### config.mk
export PLATFORM = sky130hd
export DESIGN_NAME = output_port_0_sched
export DESIGN_NICKNAME = d
export VERILOG_FILES = /design/src/rtl/router_pkg.sv /design/src/rtl/rr_arbiter.sv /design/src/rtl/output_port_0_sched.sv
export SDC_FILE = /design/constraint.sdc
export NUM_CORES = 1
export LEC_CHECK = 0
export CORE_AREA = 5 5 130 132
export DETAILED_ROUTE_END_ITERATION = 8
export DIE_AREA = 0 0 135 137
export GPL_TIMING_DRIVEN = 0
export PLACE_DENSITY_LB_ADDON = 0.12
export SETUP_SLACK_MARGIN = 0.02
export SYNTH_ARGS = -nofsm -noshare
export SYNTH_HDL_FRONTEND = slang
export SYNTH_SLANG_ARGS = --single-unit
### constraint.sdc
create_clock -name clk -period 6.5 [get_ports clk]
set_clock_uncertainty 0.05 [all_clocks]
set_input_delay 1.95 -clock clk [delete_from_list [all_inputs] [get_ports clk]]
set_output_delay 1.95 -clock clk [all_outputs]
set_load 0.05 [all_outputs]
### src/rtl/router_pkg.sv
// Shared router definitions: default word/packet geometry and the scheduler state encoding.
package router_pkg;
  localparam int DATA_W    = 64;
  localparam int PKT_WORDS = 16;

  typedef enum logic {IDLE = 1'b0, XFER = 1'b1} sched_state_t;
endpackage

### src/rtl/rr_arbiter.sv
// Combinational round-robin pick: first set req bit searching upward from last_g+1, wrapping.
module rr_arbiter #(
  parameter int  NUM_IN = 4,
  localparam int LW     = $clog2(NUM_IN)
) (
  input  logic [NUM_IN-1:0] req,
  input  logic [LW-1:0]     last_g,
  output logic [NUM_IN-1:0] pick,
  output logic              any
);
  import router_pkg::*;

  int            sum;
  logic [LW-1:0] idx;

  // Walk from the farthest candidate down so the nearest one after last_g wins.
  always_comb begin
    pick = '0;
    sum  = 0;
    idx  = '0;
    for (int k = NUM_IN; k >= 1; k--) begin
      sum = int'(last_g) + k;
      if (sum >= NUM_IN) sum = sum - NUM_IN;
      idx = LW'(sum);
      if (req[idx]) begin
        pick      = '0;
        pick[idx] = 1'b1;
      end
    end
  end

  assign any = |req;
endmodule

### src/rtl/output_port_0_sched.sv
// Round-robin scheduler for output port 0: grants one input per packet, forwards its words,
// and tracks free packet slots in the output queue as credits.
module output_port_0_sched #(
  parameter int  NUM_IN     = 4,
  parameter int  DATA_W     = router_pkg::DATA_W,
  parameter int  PKT_WORDS  = router_pkg::PKT_WORDS,
  parameter int  QUEUE_PKTS = 2,
  localparam int LW         = $clog2(NUM_IN),
  localparam int WCW        = $clog2(PKT_WORDS),
  localparam int CW         = $clog2(QUEUE_PKTS + 1)
) (
  input  logic                     clk,
  input  logic                     rst,
  input  logic [NUM_IN-1:0]        req_in,
  input  logic [NUM_IN-1:0]        valid_in,
  input  logic [NUM_IN*DATA_W-1:0] data_in,
  input  logic                     done_decap_pkt,
  output logic [NUM_IN-1:0]        grant_out,
  output logic [DATA_W-1:0]        data_out_port_0,
  output logic                     we_output_port_0,
  output logic [CW-1:0]            credits,
  output logic                     credit_err
);
  import router_pkg::*;

  sched_state_t                    state, state_nxt;
  logic [NUM_IN-1:0]               pick;
  logic                            any;
  logic [LW-1:0]                   pick_idx, g_idx, last_g;
  logic [WCW-1:0]                  word_cnt;
  logic                            start, v, last_word, done_ok;
  logic [NUM_IN-1:0][DATA_W-1:0]   din_w;

  assign din_w = data_in;

  rr_arbiter #(.NUM_IN(NUM_IN)) u_arb (
    .req    (req_in),
    .last_g (last_g),
    .pick   (pick),
    .any    (any)
  );

  always_comb begin
    pick_idx = '0;
    for (int i = 0; i < NUM_IN; i++)
      if (pick[i]) pick_idx = LW'(i);
  end

  assign start     = (state == IDLE) && any && (credits != '0);
  assign v         = (state == XFER) && valid_in[g_idx];
  assign last_word = v && (word_cnt == WCW'(PKT_WORDS - 1));
  assign done_ok   = done_decap_pkt && (credits != CW'(QUEUE_PKTS));

  always_ff @(posedge clk) begin
    if (rst) state <= IDLE;
    else     state <= state_nxt;
  end

  always_comb begin
    state_nxt = state;
    case (state)
      IDLE:    if (start)     state_nxt = XFER;
      XFER:    if (last_word) state_nxt = IDLE;
      default: state_nxt = IDLE;
    endcase
  end

  // Grant, packet position and round-robin pointer.
  always_ff @(posedge clk) begin
    if (rst) begin
      grant_out <= '0;
      g_idx     <= '0;
      last_g    <= LW'(NUM_IN - 1);
      word_cnt  <= '0;
    end else if (start) begin
      grant_out <= pick;
      g_idx     <= pick_idx;
      word_cnt  <= '0;
    end else if (v) begin
      if (last_word) begin
        grant_out <= '0;
        last_g    <= g_idx;
        word_cnt  <= '0;
      end else begin
        word_cnt  <= word_cnt + WCW'(1);
      end
    end
  end

  // Data path: bubbles drop the write enable and hold the last word.
  always_ff @(posedge clk) begin
    if (rst) begin
      data_out_port_0  <= '0;
      we_output_port_0 <= 1'b0;
    end else begin
      we_output_port_0 <= v;
      if (v) data_out_port_0 <= din_w[g_idx];
    end
  end

  // A grant and a returned credit in the same cycle cancel out.
  always_ff @(posedge clk) begin
    if (rst) begin
      credits    <= CW'(QUEUE_PKTS);
      credit_err <= 1'b0;
    end else begin
      if (start && !done_ok)      credits <= credits - CW'(1);
      else if (done_ok && !start) credits <= credits + CW'(1);
      if (done_decap_pkt && (credits == CW'(QUEUE_PKTS))) credit_err <= 1'b1;
    end
  end
endmodule

# --- Word level (Yosys, flattened, before mapping) ---
# Cells that the tools add are included.
op_classes:
  n_addsub: 11
  n_lt_le_gt_ge: 13
  n_eq_ne: 3
  mux: 40
  bitwise_logic: 2
  reduce_logical: 22
ops:
  columns: ["operator", "count"]
  rows:
  - ["$bmux 64 s2", 1]
  - ["$mux 64", 1]
  - ["$mux 4", 8]
  - ["$mux 2", 8]
  - ["$lt 2x3->1 const B", 5]
  - ["$logic_and 1x1->1", 12]
  - ["$mux 1", 12]
  - ["$bmux 1 s2", 5]
  - ["$sub 2x1->2 const B", 5]
  - ["$ge 3x3->1 const B", 3]
  - ["$demux 1 s2", 4]
  - ["$ge 2x1->1 const B", 4]
  - ["$reduce_bool 2->1", 4]
  - ["$add 2x2->3 const B", 2]
  - ["$add 2x3->4 const B", 1]
  - ["$add 4x1->4 const B", 1]
  - ["$eq 4x4->1 const B", 1]
  - ["$ge 4x3->1 const B", 1]
  - ["$reduce_or 4->1", 1]
  - ["$add 2x1->3 const B", 1]
  - ["$reduce_and 3->1", 1]
  - ["$add 2x1->2 const B", 1]
  - ["$eq 2x2->1 const B", 1]
  - ["$logic_not 1->1", 2]
  - ["other kinds (5)", 6]
word_totals:
  regBits: 81
  input_bits: 267
  out_inout_bits: 72

# --- Depth between registers and ports, before layout ---
# Gate-level depths: netlist (run 1).
depth:
  word_depth: 14
  ltp_mapped: 8

# --- Hierarchy ---
# From an unflattened synthesis (run 1), not the netlist that was laid out.
unflattened:
  cells_unflattened: 480
  hier_area_um2: 4849.7
modules_own_cells:
  columns: ["mod", "n_inst", "cells_each", "area_per_inst_um2", "seq_area_each_um2"]
  rows:
  - ["output_port_0_sched", 1, 435, 4458.0, 1621.6]
  - ["rr_arbiter", 1, 45, 391.6, 0.0]

# --- Worst setup path before layout (run 1) ---
# OpenSTA, ideal clock, no wires.
synth_timing:
  path_kind: "input port to flip-flop"
  startpoint: "in req_in[0]"
  endpoint: "reg credits[1]"
  setup_time_ns: 0.132
  arrival_time_ns: 3.528
  path_slack_ns: 2.790
  path_stages: 7
  path_buffers: 1
  cell_sequence: "nor4_1 nor3_1 clkbuf_1 ha_1 xnor2_1 o21ai_0 or3b_2"
synth_between:
  elab_chain_len: 6
  elab_cells_between_ends: 8
synth_lines:
  columns: ["element", "line", "rtl"]
  rows:
  - ["start: declaration", "output_port_0_sched.sv:14", "input logic [NUM_IN-1:0] req_in,"]
  - ["$reduce_or 4->1 (*)", "rr_arbiter.sv:32", "assign any = |req;"]
  - ["$logic_and 1x1->1 (*) (2 in a row)", "output_port_0_sched.sv:49", "assign start = (state == IDLE) && any && (credits != '0);"]
  - ["net start", "output_port_0_sched.sv:31", "logic start, v, last_word, done_ok;"]
  - ["$logic_not 1->1", "output_port_0_sched.sv:108", "else if (done_ok && !start) credits <= credits + CW'(1);"]
  - ["$logic_and 1x1->1", "output_port_0_sched.sv:108", null]
  - ["$reduce_bool 2->1 (no line)", null, null]
  - ["end signal: assignment", "output_port_0_sched.sv:104", "credits <= CW'(QUEUE_PKTS);"]
  - ["end signal: assignment", "output_port_0_sched.sv:107", "if (start && !done_ok) credits <= credits - CW'(1);"]
  - ["end signal: assignment", "output_port_0_sched.sv:108", null]
  - ["end: declaration", "output_port_0_sched.sv:21", "output logic [CW-1:0] credits,"]
# Mark *: on every way through the listed nets, which the timed path passes. The rest lies on a longest branch.
# A chain may end at the register's enable or synchronous reset.

# --- Worst setup path in the final report (run 1) ---
# Same ends and word-level chain as after synthesis.

==> results of run 1 <==
==> kinds of logic after synthesis <==
family	count (synthesis)	share of synthesized area [%]
adder cells (fa/ha/maj)	9	2.34
buffers and inverters	50	4.70
flip-flops	81	33.6
AND/OR/NAND/NOR	172	15.1
AO/OA/AOI/OAI	89	10.7
XOR/XNOR	4	0.727
multiplexers	73	32.9
==> worst max-delay path: cells and delay by family <==
kind	cells	cell delay [ps]
adders and majority gates	1	300
and+or+nand+nor	3	970
xor gates and xnor gates	1	130
AOI/OAI and AO/OA	1	140
buffers and inverters	2	750
==> through the flow <==
stage	total power [uW]	cell area [um^2]	std cells	util, %
final	2410	8770	1046	56.3
after floorplan	1440	4820	478	-
after global placement	1880	8460	1031	54.3
after CTS	2440	8770	1046	56.3
after global routing	2540	8770	1046	56.3
after detailed placement	1900	8460	1031	54.3
==> synthesized netlist by cell type, drive strengths merged <==
| cell | n |
|---|---|
| o311ai | 1 |
| nand2b | 1 |
| a31oi | 3 |
| a21o | 1 |
| nor4 | 2 |
| and2 | 2 |
| buf | 22 |
| clkbuf | 19 |
| a311oi | 1 |
| nand4 | 5 |
| mux2 | 2 |
| o31a | 1 |
| a21bo | 1 |
| nor3 | 6 |
| o32ai | 1 |
| o22ai | 1 |
| a22o | 1 |
| xnor2 | 2 |
| a41oi | 1 |
| a21oi | 70 |
| dfxtp | 81 |
| a32o | 1 |
| nand2 | 136 |
| and3 | 3 |
| mux4 | 68 |
| inv | 9 |
| nor3b | 2 |
| mux2i | 3 |
| o21ai | 4 |
| xor2 | 2 |
| nand3 | 1 |
| nor2 | 13 |
| or3b | 1 |
| ha | 9 |
| a211o | 2 |
==> layout make-up <==
class                   instances  share of cell area, %
clock inverters                 3                  0.741
clock buffers                  12                   2.81
plain buffers                  41                   2.20
multi-input cells             347                   33.9
well taps                     216                   3.08
repair buffers                337                   38.4
flip-flops and latches         81                   18.5
inverters                       9                  0.385
==> power by group through the flow <==
stage / registers, uW / logic, uW / clock network, uW
6_report: 629 / 1250 / 532
3_3_place_gp: 637 / 1240 / 0
2_1_floorplan: 903 / 536 / 0
3_5_place_dp: 640 / 1260 / 0
4_1_cts: 630 / 1260 / 545
5_1_grt: 640 / 1330 / 566
==> worst max-delay path by stage <==
stage          slack [ps]      start    endpoint  depth (start not counted)
3_3_place_gp         2080  req_in[0]  credits[1]                          8
2_1_floorplan        2790  req_in[0]  credits[1]                          7
5_1_grt              2210  req_in[0]  credits[1]                          8
3_5_place_dp         2020  req_in[0]  credits[1]                          8
4_1_cts              2370  req_in[0]  credits[1]                          8
6_report             2400  req_in[0]  credits[1]                          8
==> metal layers <==
metal	up-vias	GRT usage (%)	part of all wire (%)
met4	0	5.38	1.8
met2	193	37.7	54
met3	24	4.96	6.4
met1	2460	22.2	38
li1	2441	-	-
met5	-	0	0
==> placed cells by master, fill, tap and decap left out, types with 6 or more instances in the layout <==
cell and instances:
a21oi_1 70, buf_2 18, clkbuf_1 20, clkbuf_16 9, clkdlybuf4s50_1 337, dfxtp_1 81
ha_1 9, inv_1 9, mux4_2 68, nand2_1 136, nor2_1 13, nor3_1 6
==> state kept, by name, summed over array words and instances, names as in the netlist <==
signal	count
data_out_port_0	64
grant_out	4
word_cnt	4
credits	2
g_idx	2
last_g	2
credit_err	1
state	1
we_output_port_0	1
==> run metrics, run 1 <==
detailed-route vias per instance 4.89; die width 135 um; DRC 0; slowest CP cell clkdlybuf4s50_1; Wirelength per Cell 18.8 um; Mapped Cells 478; normalized max-slew margin 49.0%; CTS Root Cell clkbuf_16; number of global-route vias before repair 5,429; Final Critical Period 4100 ps; Yosys Warn Count 0; largest net degree at the start of global routing 13; net switching power 904 uW; Final Hold Viols 0; filler cell count 1,449; DIE HEIGHT 137 um; Post-CTS Setup Repair Bufs 0; CP Data Required Time 6650 ps; clock network power share 22.1%; final WL 19.6 mm; hold endpoint data_out_port_0[53]; sequential cell area 1620 um^2; cell accounting for the most synthesized area dfxtp_1; maximum VDD drop 0.139 mV; htree depth 3; Setup-failing EPs final 0; Worst Path Arrival 4250 ps; CTS hold repair buffers 0; worst-path cell chain clkdlybuf4s50_1, nor4_1, nor3_1, clkbuf_1, ha_1, xnor2_1, o21ai_0, or3b_2; power per cell area 274 nW/um^2; post-CTS sizing 0; post-route setup slack 2400 ps; post-route setup TNS 0 ps; worst-margin pin slew 758 ps; Setup WS pre-CTS 2020 ps; worst skew pair latency 320 ps; row count 46; R2R Path End g_idx[1]; Slew Limit Fails 0; R2R setup slack 3890 ps; fin crit share 63.1%; RSZ-0062 raised after global routing no; crit path capture type flip-flop; status complete, no violations; Vias 5,118; Setup CP Type primary input to flip-flop; Inserted Diodes 0; CTS tree built; P&R area growth vs syn 82.1%; Clk pin slew, worst setup/hold paths 60 ps; DP HPWL 16.4 mm; IO Count 339; clock tree buffer depth 2; part of the Yosys area used for sequential elements 33.6%; startpoint types primary input; final net count 1,102; hold depth 2; Detailed Routing Iterations Pass 1 4; share of layout cells above drive strength 1 13.4%; Syn Area/Cell 10.1 um^2; f_max 0.244 GHz; Internal 1500 uW; P_leak 0.00310 uW; Initial Util 30.9%; DRT iter0 DRCs 196; switch share 37.5%; max_cap viols 0; Cell variety after synth 41; R2R cell count 8; flops & latches, synth 81; CORE AREA 15,600 um^2; largest cells by area after synthesis dfxtp_1, mux4_2, nand2_1; Comb pwr share 51.8%; CTS sink count 81; syn_nets 754; tightest hold margin 401 ps; Multi-input gate area 2970 um^2; IO buf count 337; Max stage delay on crit path 480 ps; sequential share of power 26.1%; top cell type's share of synthesized area 33.6%; DIE AREA 18,500 um^2; initial antenna violation count 0; global-route wire length before repair 28.7 mm; Final ANT Viol Nets 0; mapped cell area 4820 um^2; GRT Total Usage 19.9%; total congestion overflow 0; critical path peak fanout 10; hold path startpoint data_out_port_0[53]; Num CTS Buffers 9; gpl congestion 0.804; Hold Path Class flip-flop to flip-flop; reg2reg start last_g[0]
(Power assumes the default switching activity.)
==> run 2, diff against run 1 <==
CORE_AREA = unset   (was 5 5 130 132)
CORE_MARGIN = 5   (was unset)
CORE_UTILIZATION = 32   (was unset)
DIE_AREA = unset   (was 0 0 135 137)
clock period = 3.5 ns   (was 6.5 ns; I/O delays follow)
==> run 2 against run 1 <==
Net effect: power increased by 86%; critical path type unchanged; non-clock buffer count unchanged; setup slack got worse by 2100 ps; count of clock-buffer cells in the layout unchanged; core utilization increased by 3.5 points; global-route usage increased by 1.9 points; sequential cell count unchanged; combinational power increased by 86%; critical endpoint unchanged; worst hold slack about the same; wire length decreased by 0.29%; die area decreased by 4.8%.
==> run metrics, run 2 (synthesized netlist as in run 1, its figures left out) <==
P_leak 0.00310 uW (about the same); Vias 5,184 (was 5,118); normalized max-slew margin 50.0% (was 49.0%); IO Count 339 (unchanged); htree depth 3 (unchanged); R2R setup slack 900 ps (was 3890 ps); RSZ-0062 raised after global routing no (unchanged); final WL 19.6 mm (about the same); Final ANT Viol Nets 0 (unchanged); share of layout cells above drive strength 1 13.8% (was 13.4%); Worst Path Arrival 3370 ps (was 4250 ps); CTS Root Cell clkbuf_16 (unchanged); final net count 1,102 (unchanged); gpl congestion 0.891 (was 0.804); total congestion overflow 0 (unchanged); largest net degree at the start of global routing 14 (was 13); Detailed Routing Iterations Pass 1 4 (unchanged); max_cap viols 0 (unchanged); number of global-route vias before repair 5,613 (was 5,429); Initial Util 32.9% (was 30.9%); sequential cell area 1620 um^2 (unchanged); clock tree buffer depth 2 (unchanged); status complete, no violations (unchanged); DRT iter0 DRCs 212 (was 196); Final Critical Period 3220 ps; P&R area growth vs syn 81.5% (was 82.1%); Num CTS Buffers 9 (unchanged); Pwr Total 4470 uW (was 2410 uW); CORE AREA 14,600 um^2 (was 15,600 um^2); Hold Path Class flip-flop to flip-flop (unchanged); DRC 0 (unchanged); initial antenna violation count 0 (unchanged); DIE AREA 17,600 um^2 (was 18,500 um^2); Clk pin slew, worst setup/hold paths 60 ps (about the same); Slew Limit Fails 0 (unchanged); crit path capture type flip-flop (unchanged); most frequent cells in the layout clkdlybuf4s50_1, nand2_1, dfxtp_1, a21oi_1, mux4_2 (unchanged); GRT Total Usage 21.8% (was 19.9%); max reg flops 64 (unchanged); Final Hold Viols 0 (unchanged); Inserted Diodes 0 (unchanged); filler cell count 1,224 (was 1,449); placed cells 999 (was 1,031); fin crit share 92.0%; global-route wire length before repair 30.4 mm (was 28.7 mm); Wirelength per Cell 19.3 um (was 18.8 um); Multi-input gate area 2980 um^2 (was 2970 um^2); CTS tree built (unchanged); Top reg by flops data_out_port_0 (unchanged); critical path peak fanout 10 (unchanged); Non-Filler Instances 1,015 (was 1,046); commonest non-fill, non-tap cell in the layout clkdlybuf4s50_1 (unchanged); Post-CTS Setup Repair Bufs 0 (unchanged); IO buf count 337 (unchanged); tightest hold margin 401 ps (about the same); Worst Setup SP req_in[1] (was req_in[0]); Setup-failing EPs final 0 (unchanged); worst-margin pin slew 749 ps (was 758 ps); startpoint types primary input (unchanged); DIE HEIGHT 133 um (was 137 um); hold path startpoint data_out_port_0[30] (was data_out_port_0[53]); f_max 0.310 GHz; Regs by FF count data_out_port_0 (64), grant_out (4), word_cnt (4) (unchanged); DP HPWL 16.4 mm (about the same); reg2reg start last_g[0] (unchanged); CP Data Required Time 3650 ps (was 6650 ps); power per cell area 511 nW/um^2 (was 274 nW/um^2); worst skew pair latency 330 ps (was 320 ps); row count 44 (was 46); CTS sink count 81 (unchanged); die width 133 um (was 135 um); detailed-route vias per instance 5.11 (was 4.89); maximum VDD drop 0.264 mV (was 0.139 mV); Setup CP Type primary input to flip-flop (unchanged)
run 2: cell types whose count changed in the layout (fill, tap and decap cells not counted), sizes merged:
cell      change
bufinv        -1
clkinvlp      +2
run 2: critical path, stage by stage:
cell             delay (ps)
clkdlybuf4s50_1         570
nor4_2                  100
nor3_1                  220
clkbuf_1                460
ha_1                    360
o21ai_0                 160
or3b_2                  450
run 2: cell type report:
type | count | share of cell area, %
Clock inverter | 4 | 0.572
Multi-Input combinational cell | 347 | 34.0
Tap cell | 184 | 2.63
Buffer | 41 | 2.20
Clock buffer | 12 | 3.05
Inverter | 9 | 0.386
Sequential cell | 81 | 18.5
Timing Repair Buffer | 337 | 38.6
run 2: power by group:
part / switching [uW] / total [uW] / internal (uW)
sequential: 91.6 / 1170 / 1080
clock: 368 / 977 / 610
combinational: 1250 / 2320 / 1070
total: 1710 / 4470 / 2760
run 2: timing repair:
action                                  4_1_cts  5_1_grt
hold buffers                                  0        0
resized for setup                             0        1
endpoints found under the setup margin        0        1
run 2: routing by layer:
metal | vias up | GRT usage [%] | part of all wire [%]
met1 | 2472 | 23.9 | 37
met4 | 0 | 8.66 | 3.4
li1 | 2443 | - | -
met5 | - | 0 | 0
met2 | 231 | 40.0 | 53
met3 | 38 | 5.69 | 7.3
run 2: through the flow:
step                cell area (um^2)  setup TNS, ps  setup slack (ps)  utilization (%)
finish                          8750              0               279             59.7
detailed placement              8420           -136              -136             57.5
floorplan                       4820              0               690                -
global placement                8420          -73.4             -73.4             57.5
global route                    8750              0               152             59.7
CTS                             8740              0               201             59.7
run 2: path summary, 6_finish.rpt:
check,endpoint,depth (start not counted)
setup / recovery,credits[1],7
hold / removal,data_out_port_0[30],2
setup reg to reg,g_idx[1],8
hold reg to reg,data_out_port_0[30],2
==> run 3, diff against run 2 <==
CORE_ASPECT_RATIO = 0.6   (was unset)
==> run 3 against run 2 <==
Net effect: power rose by 1.9%; cell area rose by 0.40%; critical path depth did not move; wire length rose by 3.8%; non-clock buffer count did not move; core utilization rose by 0.28 points; first-iteration DRC count rose by 17%; setup slack got worse by 51 ps; maximum frequency fell by 1.6%.
==> run metrics, run 3 (synthesized netlist as in run 1, its figures left out) <==
Final Critical Period 3270 ps (was 3220 ps); Post-CTS Setup Repair Bufs 0 (unchanged); Hold Path Class flip-flop to flip-flop (unchanged); slowest CP cell clkdlybuf4s50_1 (unchanged); IO buf count 337 (unchanged); Clk pin slew, worst setup/hold paths 60 ps (about the same); Detailed Routing Iterations Pass 1 4 (unchanged); Max stage delay on crit path 600 ps (was 570 ps); Regs by FF count data_out_port_0 (64), grant_out (4), word_cnt (4) (unchanged); R2R cell count 8 (unchanged); CTS sink count 81 (unchanged); final core utilization 60.0% (was 59.7%); filler cell count 1,261 (was 1,224); commonest non-fill, non-tap cell in the layout clkdlybuf4s50_1 (unchanged); Non-Filler Instances 1,029 (was 1,015); number of global-route vias before repair 5,461 (was 5,613); worst-path cell chain clkdlybuf4s50_1, nor4_1, nor3_1, clkbuf_1, ha_1, o21ai_0, or3b_2 (was clkdlybuf4s50_1, nor4_2, nor3_1, clkbuf_1, ha_1, o21ai_0, or3b_2); Wirelength per Cell 19.7 um (was 19.3 um); CTS tree built (unchanged); htree depth 3 (unchanged); IO Count 339 (unchanged); cell count along the critical path 7 (unchanged); detailed-route vias per instance 5.12 (was 5.11); clock tree buffer depth 2 (unchanged); placed cells 1,013 (was 999); R2R setup slack 770 ps (was 900 ps); post-CTS sizing 0 (unchanged); DIE HEIGHT 105 um (was 133 um); Initial Util 32.9% (about the same); power per cell area 518 nW/um^2 (was 511 nW/um^2); final WL 20.3 mm (was 19.6 mm); row count 34 (was 44); die width 168 um (was 133 um); P&R area growth vs syn 82.2% (was 81.5%); Pwr Total 4550 uW (was 4470 uW); DRC 0 (unchanged); maximum VDD drop 0.214 mV (was 0.264 mV); Slew Limit Fails 0 (unchanged); P_leak 0.00311 uW (was 0.00310 uW); final net count 1,102 (unchanged); Critical Path Sink credits[1] (unchanged); critical path peak fanout 10 (unchanged); gpl congestion 0.892 (was 0.891); f_max 0.306 GHz (was 0.310 GHz); CTS Root Cell clkbuf_16 (unchanged); Setup-failing EPs final 0 (unchanged); total congestion overflow 0 (unchanged); reg2reg start last_g[0] (unchanged); max_cap viols 0 (unchanged); Num CTS Buffers 9 (unchanged); most frequent cells in the layout clkdlybuf4s50_1, nand2_1, dfxtp_1, a21oi_1, mux4_2 (unchanged); Inserted Diodes 0 (unchanged); Final Hold Viols 0 (unchanged); RSZ-0062 raised after global routing no (unchanged); Vias 5,272 (was 5,184); DRT iter0 DRCs 248 (was 212); Worst Path Arrival 3440 ps (was 3370 ps); initial antenna violation count 1 (was 0); status complete, no violations (unchanged); crit path capture type flip-flop (unchanged); startpoint types primary input (unchanged); largest net degree at the start of global routing 14 (unchanged); CP bufs+invs 2 (unchanged); hold path startpoint data_out_port_0[28] (was data_out_port_0[30]); Setup CP Type primary input to flip-flop (unchanged); CP Data Required Time 3660 ps (was 3650 ps); normalized max-slew margin 43.2% (was 50.0%); CTS hold repair buffers 0 (unchanged); max reg flops 64 (unchanged); fin crit share 93.5% (was 92.0%); Top reg by flops data_out_port_0 (unchanged); tightest hold margin 404 ps (was 401 ps); share of layout cells above drive strength 1 13.7% (was 13.8%); global-route wire length before repair 30.4 mm (about the same); worst skew pair latency 330 ps (about the same); DP HPWL 16.9 mm (was 16.4 mm); Final ANT Viol Nets 0 (unchanged); GRT Total Usage 21.9% (was 21.8%); Crit path max-delay family buffers and inverters (unchanged); CORE AREA 14,600 um^2 (about the same); R2R Path End grant_out[2] (was g_idx[1]); Worst Setup SP req_in[3] (was req_in[1]); DIE AREA 17,700 um^2 (was 17,600 um^2); worst-margin pin slew 845 ps (was 749 ps)
==> run 3: cell types whose count changed in the layout (fill, tap and decap cells not counted) <==
| cell | change |
|---|---|
| clkinv_4 | +1 |
| bufinv_16 | +1 |
| clkinvlp_4 | -2 |
| nor4_2 | -1 |
| nor4_1 | +1 |
==> run 3: worst min-delay path by stage <==
stage / end / depth (start not counted)
2_1_floorplan: word_cnt[1] / 2
3_3_place_gp: data_out_port_0[59] / 2
3_5_place_dp: data_out_port_0[16] / 2
4_1_cts: data_out_port_0[16] / 2
5_1_grt: data_out_port_0[13] / 2
6_report: data_out_port_0[28] / 2
==> run 3: final cells by class <==
class / count / area, um^2 / share of cell area [%]
tap: 198 / 248 / 2.82
clock inverter: 4 / 73.8 / 0.841
clock buffer: 12 / 267 / 3.04
buffer: 41 / 193 / 2.19
inverter: 9 / 33.8 / 0.385
multi-input combinational: 347 / 2970 / 33.8
sequential: 81 / 1620 / 18.5
timing repair buffer: 337 / 3370 / 38.4
==> run 3: through the flow <==
stage                     instance area (um^2)  setup WS (ps)  setup TNS, ps
after floorplan                           4820            690              0
after global placement                    8440          -19.0          -19.0
after detailed placement                  8440          -73.2          -73.2
after CTS                                 8780            270              0
after global routing                      8780           57.4              0
final                                     8780            228              0
==> run 3: worst min-delay path, stage by stage (launching register included) <==
cell and delay, ps:
dfxtp_1 300, nand2_1 50, a21oi_1 50
==> run 3: layer usage <==
layer / GRT usage (%) / vias up / share of wire (%)
met4: 6.66 / 2 / 2.1
li1: - / 2444 / -
met1: 26.5 / 2572 / 41
met2: 37.9 / 226 / 50
met5: 0 / - / 0.054
met3: 6.15 / 28 / 6.6
==> run 3: where the power goes <==
| part | switching [uW] | internal (uW) |
|---|---|---|
| registers | 97.0 | 1080 |
| clock network | 369 | 683 |
| logic | 1250 | 1070 |
| total | 1720 | 2830 |
